**src/rtl/led_pattern_seq.sv**
```systemverilog
// LED pattern sequencer: steps walk/ping-pong/binary patterns on rising edges of a divided tick.
// Optional ping-pong mode is enabled with `define LED_SEQ_PINGPONG_EN (otherwise mode 10 = walk-left).
module led_pattern_seq #(
  parameter int LED_W = 8
) (
  input  logic             clk,
  input  logic             rst,
  input  logic             tick_slow,
  input  logic             tick_fast,
  input  logic             speed_sel,
  input  logic [1:0]       mode,
  input  logic             pause,
  output logic [LED_W-1:0] led,
  output logic [7:0]       step_count,
  output logic             wrap
);

  typedef enum logic {RUN, HOLD} state_t;

  localparam logic [1:0] MODE_WL  = 2'b00;
  localparam logic [1:0] MODE_WR  = 2'b01;
  localparam logic [1:0] MODE_BIN = 2'b11;
`ifdef LED_SEQ_PINGPONG_EN
  localparam logic [1:0] MODE_PP  = 2'b10;
`endif

  localparam logic [LED_W-1:0] LED_ZERO = '0;
  localparam logic [LED_W-1:0] LED_ONE  = {{(LED_W-1){1'b0}}, 1'b1};
  localparam logic [LED_W-1:0] LED_MSB  = {1'b1, {(LED_W-1){1'b0}}};

  logic             slow_q;
  logic             fast_q;
  logic [1:0]       mode_q;
  state_t           state;
  logic             sel_tick;
  logic             sel_q;
  logic             step;
  logic             mode_chg;
  logic [LED_W-1:0] seed;
  logic [LED_W-1:0] led_nxt;
  logic             wrap_nxt;
`ifdef LED_SEQ_PINGPONG_EN
  logic             dir_left;
  logic             dir_nxt;
  logic             pp_left;
`endif

  function automatic logic [LED_W-1:0] rot_left(input logic [LED_W-1:0] v);
    return {v[LED_W-2:0], v[LED_W-1]};
  endfunction

  function automatic logic [LED_W-1:0] rot_right(input logic [LED_W-1:0] v);
    return {v[0], v[LED_W-1:1]};
  endfunction

  // Each tick keeps its own history, so switching speed_sel compares a tick
  // only against its own previous sample and cannot fabricate an edge.
  assign sel_tick = speed_sel ? tick_fast : tick_slow;
  assign sel_q    = speed_sel ? fast_q    : slow_q;
  assign step     = sel_tick & ~sel_q & ~pause;
  assign mode_chg = (mode != mode_q);

  always_comb begin
    case (mode)
      MODE_WR:  seed = LED_MSB;
      MODE_BIN: seed = LED_ZERO;
      default:  seed = LED_ONE;
    endcase
  end

  always_comb begin
    led_nxt  = led;
    wrap_nxt = 1'b0;
`ifdef LED_SEQ_PINGPONG_EN
    dir_nxt  = dir_left;
    pp_left  = dir_left;
`endif
    case (mode_q)
      MODE_WR: begin
        led_nxt  = rot_right(led);
        wrap_nxt = led[0];
      end
      MODE_BIN: begin
        led_nxt  = led + LED_ONE;
        wrap_nxt = &led;
      end
`ifdef LED_SEQ_PINGPONG_EN
      MODE_PP: begin
        // Bounce off the ends: LSB forces left, MSB forces right.
        pp_left = led[0] | (dir_left & ~led[LED_W-1]);
        led_nxt = pp_left ? (led << 1) : (led >> 1);
        if (led_nxt[0]) begin
          dir_nxt  = 1'b1;
          wrap_nxt = 1'b1;
        end else if (led_nxt[LED_W-1]) begin
          dir_nxt  = 1'b0;
        end else begin
          dir_nxt  = pp_left;
        end
      end
`endif
      default: begin
        led_nxt  = rot_left(led);
        wrap_nxt = led[LED_W-1];
      end
    endcase
  end

  always_ff @(posedge clk or negedge rst) begin
    if (!rst) begin
      slow_q     <= 1'b0;
      fast_q     <= 1'b0;
      mode_q     <= MODE_WL;
      state      <= RUN;
      led        <= LED_ONE;
      step_count <= 8'd0;
      wrap       <= 1'b0;
`ifdef LED_SEQ_PINGPONG_EN
      dir_left   <= 1'b1;
`endif
    end else begin
      slow_q <= tick_slow;
      fast_q <= tick_fast;
      wrap   <= 1'b0;
      case (state)
        RUN:     if (pause)  state <= HOLD;
        HOLD:    if (!pause) state <= RUN;
        default: state <= RUN;
      endcase
      // A mode change takes priority and swallows any coincident step.
      if (mode_chg) begin
        led        <= seed;
        step_count <= 8'd0;
        mode_q     <= mode;
`ifdef LED_SEQ_PINGPONG_EN
        dir_left   <= 1'b1;
`endif
      end else if (step) begin
        led        <= led_nxt;
        wrap       <= wrap_nxt;
        step_count <= step_count + 8'd1;
`ifdef LED_SEQ_PINGPONG_EN
        dir_left   <= dir_nxt;
`endif
      end
    end
  end

endmodule

```
**config.mk**
```make
export PLATFORM = sky130hd
export DESIGN_NAME = led_pattern_seq
export DESIGN_NICKNAME = d
export VERILOG_FILES = /design/src/rtl/led_pattern_seq.sv
export SDC_FILE = /design/constraint.sdc
export NUM_CORES = 1
export LEC_CHECK = 0
export ABC_AREA = 1
export CAP_MARGIN = 30
export CORE_MARGIN = 4
export CORE_UTILIZATION = 52
export DETAILED_ROUTE_END_ITERATION = 6
export GPL_TIMING_DRIVEN = 0
export PLACE_DENSITY = 0.85
export SYNTH_ARGS = -nofsm -noshare
export SYNTH_HDL_FRONTEND = slang
export SYNTH_SLANG_ARGS = --single-unit
```
**constraint.sdc**
```tcl
create_clock -name clk -period 1.54 [get_ports clk]
set_input_delay 0.385 -clock clk [delete_from_list [all_inputs] [get_ports clk]]
set_output_delay 0.385 -clock clk [all_outputs]
set_load 0.02 [all_outputs]
```
==> impl_metrics.yaml, run 1 <==
synthesis:
  ys_top_cells_by_area: "dfrtp_1 (36%), nand2_1 (18%), inv_1 (6.4%), nand2_2 (5.8%), nor2_1 (4.0%)"
  syn_area_mm2: 0.00141
  synthArstFlopShare_pct: 100
  synthFlopType: "dfrtp_1"
  avgSynthCellArea_um2: 7.21
  synth.yosys.warnings: 0
  yosysTopAreaCell: "dfrtp_1"
  synth_top_area_share_pct: 35.6
  ys_seq_area_share_pct: 37.5
  yosysUniqueCellTypes: 27
  synth_edf_count: 0
  ys_ff_latch: 21
  synth_fp_nets: 205
  synth.most_common_cell: "nand2_1"
  ys_top_cells_by_count: "nand2_1 (68), inv_1 (24), dfrtp_1 (20)"
  synthCells: 195
routing:
  totalWireLength_um: 3240
  drc: 0
  viasPerCell: 5.10
  dr_total_vias: 1356
  wl_per_cell_um: 12.2
  ant_nets: 0
  dr.pass1.iters: 4
  first_iter_violations: 34
worst_setup_path:
  end_kind: "primary output"
  cp_max_fo: 5
  crit_required_ps: 1150
  critPathLaunch: "step_count[4]"
  cp.arrival_ps: 1120
  r2r_start: "led[0]"
  crit_end: "step_count[4]"
  crit_slowest_cell: "dfrtp_1"
  path_cells: "clkdlybuf4s15_1"
  timing.rr.end: "led[6]"
  cp-start-kind: "flop"
  path_buf_inv: 1
  ff2ff_path_depth: 8
  slowest_delay_ps: 470
  path_delay_family: "flip-flops"
  crit_cells: 1
  worst-r2r-setup-slack_ps: 40
  crit_type: "reg2out"
floorplanning:
  fp.coreArea_mm2: 0.00252
  die_y_um: 60.0
  dieWidth_um: 60.0
  num_rows: 18
  boundaryPins: 25
  start_util_pct: 55.7
  die_area_mm2: 0.00360
global_route:
  grt_max_degree: 22
  track_usage_pct: 18.9
  grt_pass1_vias: 1214
  antenna_found_initial: 0
  grt_overflow: 0
  grt_pass1_wl_um: 5150
sta:
  finalCriticalPeriod_ps: 1500
  fin_skew_ps: 2.24
  fmax_mhz: 665
  hold_violations: 0
  maxSlewViolCount: 0
  tightest_slew_ps: 403
  holdWs_ps: 351
  min_period_over_period_pct: 97.6
  setup_violations: 0
  maxSlewHeadroom_pct: 73.0
  rsz0062_at_grt: "yes"
hold_path:
  min_path_type: "in2async"
cells_and_area:
  diodes: 0
  utilization_pct: 71.4
  final_cell_count_no_fill: 266
  nets: 247
  n_fill_cell: 210
  drive_above_1_share_pct: 22.9
  areaGrowthSynthToFinish_pct: 28.2
cts:
  cts.reportedPaths.clkPinSlew_ps: 120
  cts_made_buffers: 3
  clockRootBuffer: "clkbuf_4"
  clk-insertion-delay-late_ps: 310
  cts_max_path_buffers: 2
  cts_tree: "yes"
  htree_levels: 1
  cts_sinks: 21
place:
  io_buffers: 24
  gp_congestion: 0.878
  dp_hpwl_um: 2170
  place_inst: 249
power_and_ir_drop:
  comb_power_share_pct: 23.2
  switching_share_pct: 30.6
  clock_power_share_pct: 24.3
  seqPwrFrac_pct: 52.5
  design_power_total_w: 0.00114
  pwr_density_cell_mw_per_mm2: 630
  intPower_w: 0.000788
  power.switching_w: 0.000347
  leakage_nw: 0.978
  peakVddDrop_mv: 0.652
status:
  status: "completed"
run:
  drv_cap: 0
## how the worst min path moves through the flow
stage,from,end,slack (ps),depth (start not counted)
floorplan,rst,fast_q,90,0
global placement,led[0],led[0],510,2
detailed placement,led[0],led[0],520,2
CTS,mode[0],mode_q[0],500,2
global route,rst,wrap,350,1
finish,rst,wrap,350,1
## layer usage
metal | wire length, um | global-route usage, %
met1 | 1430 | 23.6
met2 | 1590 | 31.3
met3 | 148 | 3.02
met4 | 58 | 9.49
met5 | 0 | 0
## cell type report
cell class,count,area [um2],area share [%]
multi-input combinational,141,733,40.7
sequential,21,533,29.6
timing repair buffer,37,320,17.8
inverter,29,113,6.25
buffer,4,38.8,2.15
tap,30,37.5,2.08
clock buffer,4,26.3,1.46
## through the flow
step                instance area (um2)  setup TNS [ps]  setup slack, ps
CTS                                1690               0             6.10
global placement                   1680           -6330             -339
finish                             1800               0             37.3
detailed placement                 1680           -7570             -424
global route                       1800           -72.6            -43.4
floorplan                          1410               0             97.2
## kinds of logic after synthesis
| group | after synthesis | synth area share (%) |
|---|---|---|
| buffers and inverters | 33 | 10.8 |
| and+or+nand+nor | 118 | 40.2 |
| xor gates and xnor gates | 3 | 1.87 |
| DFF | 21 | 37.5 |
| adders and majority gates | 2 | 1.78 |
| AOI/OAI and AO/OA | 18 | 7.93 |
## flip-flops by register name, indices dropped and copies added (netlist names)
register / cells
slow_q: 1
fast_q: 1
step_count: 8
wrap: 1
led: 8
mode_q: 2
## repair_timing
action | CTS | global route
endpoints found under the setup margin | 28 | 27
resized for setup | 25 | 14
hold buffers | 0 | 0
setup buffers | 0 | 12
pin swaps | 0 | 3
## cells in the final DEF (no fill, tap or decap), types with 2 or more instances in the layout
cell type / netlist / routed
a21oi_1: 2 / 2
buf_12: 1 / 2
buf_4: 0 / 11
clkbuf_1: 2 / 3
clkbuf_2: 0 / 4
clkbuf_4: 0 / 3
clkdlybuf4s15_1: 0 / 3
clkdlybuf4s50_1: 0 / 6
dfrtp_1: 20 / 15
dfrtp_2: 0 / 5
dlygate4sd2_1: 0 / 10
inv_1: 24 / 24
inv_2: 3 / 3
nand2_1: 68 / 68
nand2_2: 13 / 13
nand2_4: 2 / 2
nand3_1: 11 / 11
nand4_1: 5 / 5
nor2_1: 15 / 15
nor2_8: 2 / 2
o21ai_0: 5 / 5
o21bai_1: 4 / 3
o22ai_1: 5 / 5
xnor2_1: 2 / 2
## power by group through the flow
stage / sequential (W) / combinational, W / clock, W
6_report: 0.000596 / 0.000263 / 0.000276
5_1_grt: 0.000599 / 0.000287 / 0.000315
4_1_cts: 0.000596 / 0.000221 / 0.000277
3_5_place_dp: 0.000607 / 0.000228 / 0
3_3_place_gp: 0.000607 / 0.000224 / 0
2_1_floorplan: 0.000617 / 0.000133 / 0
(Power assumes the default switching activity.)
==> run 2, diff against run 1 <==
- CORE_MARGIN: 4 -> 2
- clock period: 1.54 -> 1.5 ns (I/O delays scaled with it)
==> impl_metrics.yaml, run 2 (same netlist as run 1, synthesis figures left out) <==
worst_setup_path:
  cp-start-kind: "flop"
  cp_max_fo: 4
  crit_slowest_cell: "dfstp_2"
  slowest_delay_ps: 580
  crit_required_ps: 1700
  cpMostUsedCell: "nand2_1"
  path_delay_family: "flip-flops"
  cp.arrival_ps: 1670
  end_kind: "flop"
  path_cells: "buf_6 -> inv_1 -> nor2_1 -> xnor2_1 -> nand2_1 -> nand3_1 -> nand2_1"
  crit_type: "reg2reg"
  path_buf_inv: 2
floorplanning:
  boundaryPins: 25
  fp.coreArea_mm2: 0.00252
  dieWidth_um: 56.0
  start_util_pct: 55.7
  num_rows: 18
  die_area_mm2: 0.00313
  die_y_um: 56.0
routing:
  dr_total_vias: 1389
  viasPerCell: 5.16
  drc: 0
  ant_nets: 0
  first_iter_violations: 30
  totalWireLength_um: 3500
  wl_per_cell_um: 13.0
  dr.pass1.iters: 4
cts:
  htree_levels: 1
  clk-insertion-delay-late_ps: 300
  cts_tree: "yes"
  cts_max_path_buffers: 2
  cts.reportedPaths.clkPinSlew_ps: 120
  cts_made_buffers: 3
  cts_sinks: 21
  clockRootBuffer: "clkbuf_4"
cells_and_area:
  diodes: 0
  layout_commonest_cell: "nand2_1"
  largest_registers: "led x8, step_count x8, mode_q x2"
  drive_above_1_share_pct: 26.4
  layout_common_cells: "nand2_1 (66), inv_1 (24), nand2_2 (15)"
  nets: 250
  n_fill_cell: 213
  final_cell_count_no_fill: 269
  areaGrowthSynthToFinish_pct: 32.6
global_route:
  track_usage_pct: 22.3
  grt_pass1_vias: 1280
  antenna_found_initial: 0
  grt_max_degree: 12
  grt_overflow: 0
  grt_pass1_wl_um: 5650
sta:
  setup_violations: 0
  hold_violations: 0
  fmax_mhz: 682
  maxSlewHeadroom_pct: 61.9
  maxSlewViolCount: 0
  min_period_over_period_pct: 97.7
  finalCriticalPeriod_ps: 1470
  tightest_slew_ps: 569
  fin_skew_ps: 7.54
power_and_ir_drop:
  leakage_nw: 0.983
  design_power_total_w: 0.00120
  peakVddDrop_mv: 0.663
  pwr_density_cell_mw_per_mm2: 643
place:
  place_inst: 250
  io_buffers: 24
  dp_hpwl_um: 2200
  gp_congestion: 0.832
status:
  status: "completed"
hold_path:
  min_path_type: "in2reg"
run:
  drv_cap: 0
==> run 2: what timing repair did <==
action                                  4_1_cts  5_1_grt
resized for setup                            34       20
hold buffers                                  0        0
pin swaps                                     3        5
setup buffers                                 7        7
endpoints found under the setup margin       33       28
cloned                                        0        1
endpoints found under the hold margin         0        0
==> run 2: cell type report <==
| type | count | area [um2] | area share, % |
|---|---|---|---|
| buffer | 4 | 38.8 | 2.08 |
| clock buffer | 4 | 26.3 | 1.41 |
| inverter | 29 | 115 | 6.18 |
| multi-input combinational | 142 | 767 | 41.2 |
| sequential | 21 | 537 | 28.8 |
| tap | 30 | 37.5 | 2.01 |
| timing repair buffer | 39 | 342 | 18.3 |
==> run 2: metrics by stage <==
stage	hold slack (ps)	util (%)	setup TNS (ps)	setup slack, ps	instance area [um2]
after floorplan	79.4	-	0	57.2	1410
after global placement	512	66.7	-7900	-369	1680
after detailed placement	522	67.3	-6590	-427	1700
after CTS	442	70.6	-1.47	-1.47	1780
after global routing	195	73.9	-22.5	-11.7	1860
final	204	73.9	0	34.6	1860
==> run 2: report_power, final <==
group          total [W]  internal [W]  switching [W]
sequential      0.000607      0.000587      0.0000193
clock           0.000280      0.000104       0.000176
combinational   0.000312      0.000135       0.000176
==> run 2: per-layer routing <==
layer / routed length (um) / global-route usage [%]
met5: 0 / 0
met4: 29 / 7.14
met1: 1540 / 29.4
met3: 160 / 2.09
met2: 1770 / 38.3
==> run 2: path summary, 6_finish.rpt <==
kind,startpoint,endpoint,slack [ps],cells past startpoint
setup / recovery,led[0],led[3],30,7
min in group asynchronous,rst,led[6],420,1
setup reg to reg,led[0],led[3],30,7
hold reg to reg,led[3],led[3],550,2
hold / removal,tick_slow,slow_q,200,1
max in group asynchronous,rst,led[0],520,2
==> run 2: worst reg2reg max path: stages, from the launching register on <==
cell	delay (ps)
dfstp_2	580
buf_6	120
inv_1	50
nor2_1	260
xnor2_1	160
nand2_1	60
nand3_1	70
nand2_1	50
==> run 3, diff against run 2 <==
- SKIP_LAST_GASP: unset -> 1
==> impl_metrics.yaml, run 3 (same netlist as run 1, synthesis figures left out) <==
sta:
  maxSlewHeadroom_pct: 61.8
  tightest_slew_ps: 572
  holdWs_ps: 414
  fin_skew_ps: 9.43
  fmax_mhz: 673
  setup_violations: 0
  rsz0062_at_grt: "yes"
  fin_ws_ps: 13.1
  maxSlewViolCount: 0
  finalCriticalPeriod_ps: 1490
  hold_violations: 0
  min_period_over_period_pct: 99.1
run:
  drv_cap: 0
cts:
  cts_made_buffers: 3
  cts.reportedPaths.clkPinSlew_ps: 130
  postCtsHoldBufs: 0
  clockRootBuffer: "clkbuf_4"
  cts_sinks: 21
  cts_tree: "yes"
  cts_max_path_buffers: 2
  htree_levels: 1
  clk-insertion-delay-late_ps: 310
worst_setup_path:
  end_kind: "flop"
  cp-start-kind: "flop"
  cp_max_fo: 4
  cp.arrival_ps: 1700
  crit_required_ps: 1720
  crit_type: "reg2reg"
cells_and_area:
  largest_registers: "led x8, step_count x8, mode_q x2"
  diodes: 0
  layout_commonest_cell: "nand2_1"
  layout_common_cells: "nand2_1 (66), inv_1 (24), nand2_2 (15), buf_4 (15), nor2_1 (14)"
  areaGrowthSynthToFinish_pct: 35.9
  drive_above_1_share_pct: 27.6
  nets: 254
  utilization_pct: 75.7
floorplanning:
  dieWidth_um: 56.0
  num_rows: 18
  boundaryPins: 25
  start_util_pct: 55.7
  die_area_mm2: 0.00313
  fp.coreArea_mm2: 0.00252
  die_y_um: 56.0
routing:
  wl_per_cell_um: 13.7
  dr_total_vias: 1449
  totalWireLength_um: 3740
  viasPerCell: 5.31
  ant_nets: 0
  first_iter_violations: 52
  drc: 0
  dr.pass1.iters: 4
global_route:
  antenna_found_initial: 0
  grt_max_degree: 12
  met1_usage_pct: 29.4
  global_route.usage.met2_pct: 37.5
  grt_pass1_wl_um: 5580
  grt_overflow: 0
  track_usage_pct: 22.0
  groute.layer.met3.usage_pct: 2.09
  grt_pass1_vias: 1265
  grt-busiest-layer: "met2"
power_and_ir_drop:
  leakage_nw: 1.00
  pwr_density_cell_mw_per_mm2: 644
  peakVddDrop_mv: 0.569
status:
  status: "completed"
place:
  dp_slack_ps: -427
  dp_hpwl_um: 2200
  io_buffers: 24
  gp_congestion: 0.832
hold_path:
  min_path_type: "in2async"
## run 3: worst max-delay path, cell delays in order (launching register included)
cell and delay (ps):
dfstp_2 590, buf_6 120, ha_4 150, nand2_2 70
nor2_2 130, nand2_1 110, nand2_1 70, nand2_1 40
nand3_1 60, nand2_1 50
## run 3: metal layers
metal  routed length (um)  part of all wire (%)
met5                    0                     0
met4                   55                   1.5
met3                  213                   5.7
met2                 1850                    50
met1                 1620                    43
## run 3: worst paths after layout
| check | slack (ps) | cells past startpoint | startpoint | to |
|---|---|---|---|---|
| worst max register to register | 10 | 9 | led[0] | led[6] |
| worst min-delay path | 410 | 1 | rst | led[6] |
| worst min register to register | 550 | 2 | led[3] | led[3] |
| min in group clk | 510 | 2 | mode[0] | mode_q[0] |
| worst max-delay path | 10 | 9 | led[0] | led[6] |
| max in group asynchronous | 530 | 2 | rst | led[0] |
## run 3: layout make-up
class,count,area (um2)
multi-input cells,142,767
clock buffers,4,26.3
repair buffers,43,387
plain buffers,4,38.8
well taps,30,37.5
fillers,195,613
flip-flops and latches,21,537
inverters,29,116
## run 3: stage by stage
step	cell area [um2]	TNS [ps]	power (W)	cells
floorplan	1410	0	0.000770	195
detailed placement	1700	-6590	0.000862	250
finish	1910	0	0.00123	273
global placement	1680	-7900	0.000854	249
global route	1910	-427	0.00128	273
CTS	1770	-126	0.00117	261
## run 3: power by group
group          internal, W  total (W)  switching [W]
sequential        0.000588   0.000608      0.0000205
combinational     0.000151   0.000334       0.000183
clock             0.000104   0.000287       0.000184
total             0.000842    0.00123       0.000387
## run 3: repair_timing
item | CTS | global route
pin swaps | 3 | 9
cloned | 0 | 2
resized for setup | 29 | 25
endpoints found under the setup margin | 33 | 29
setup buffers | 7 | 10
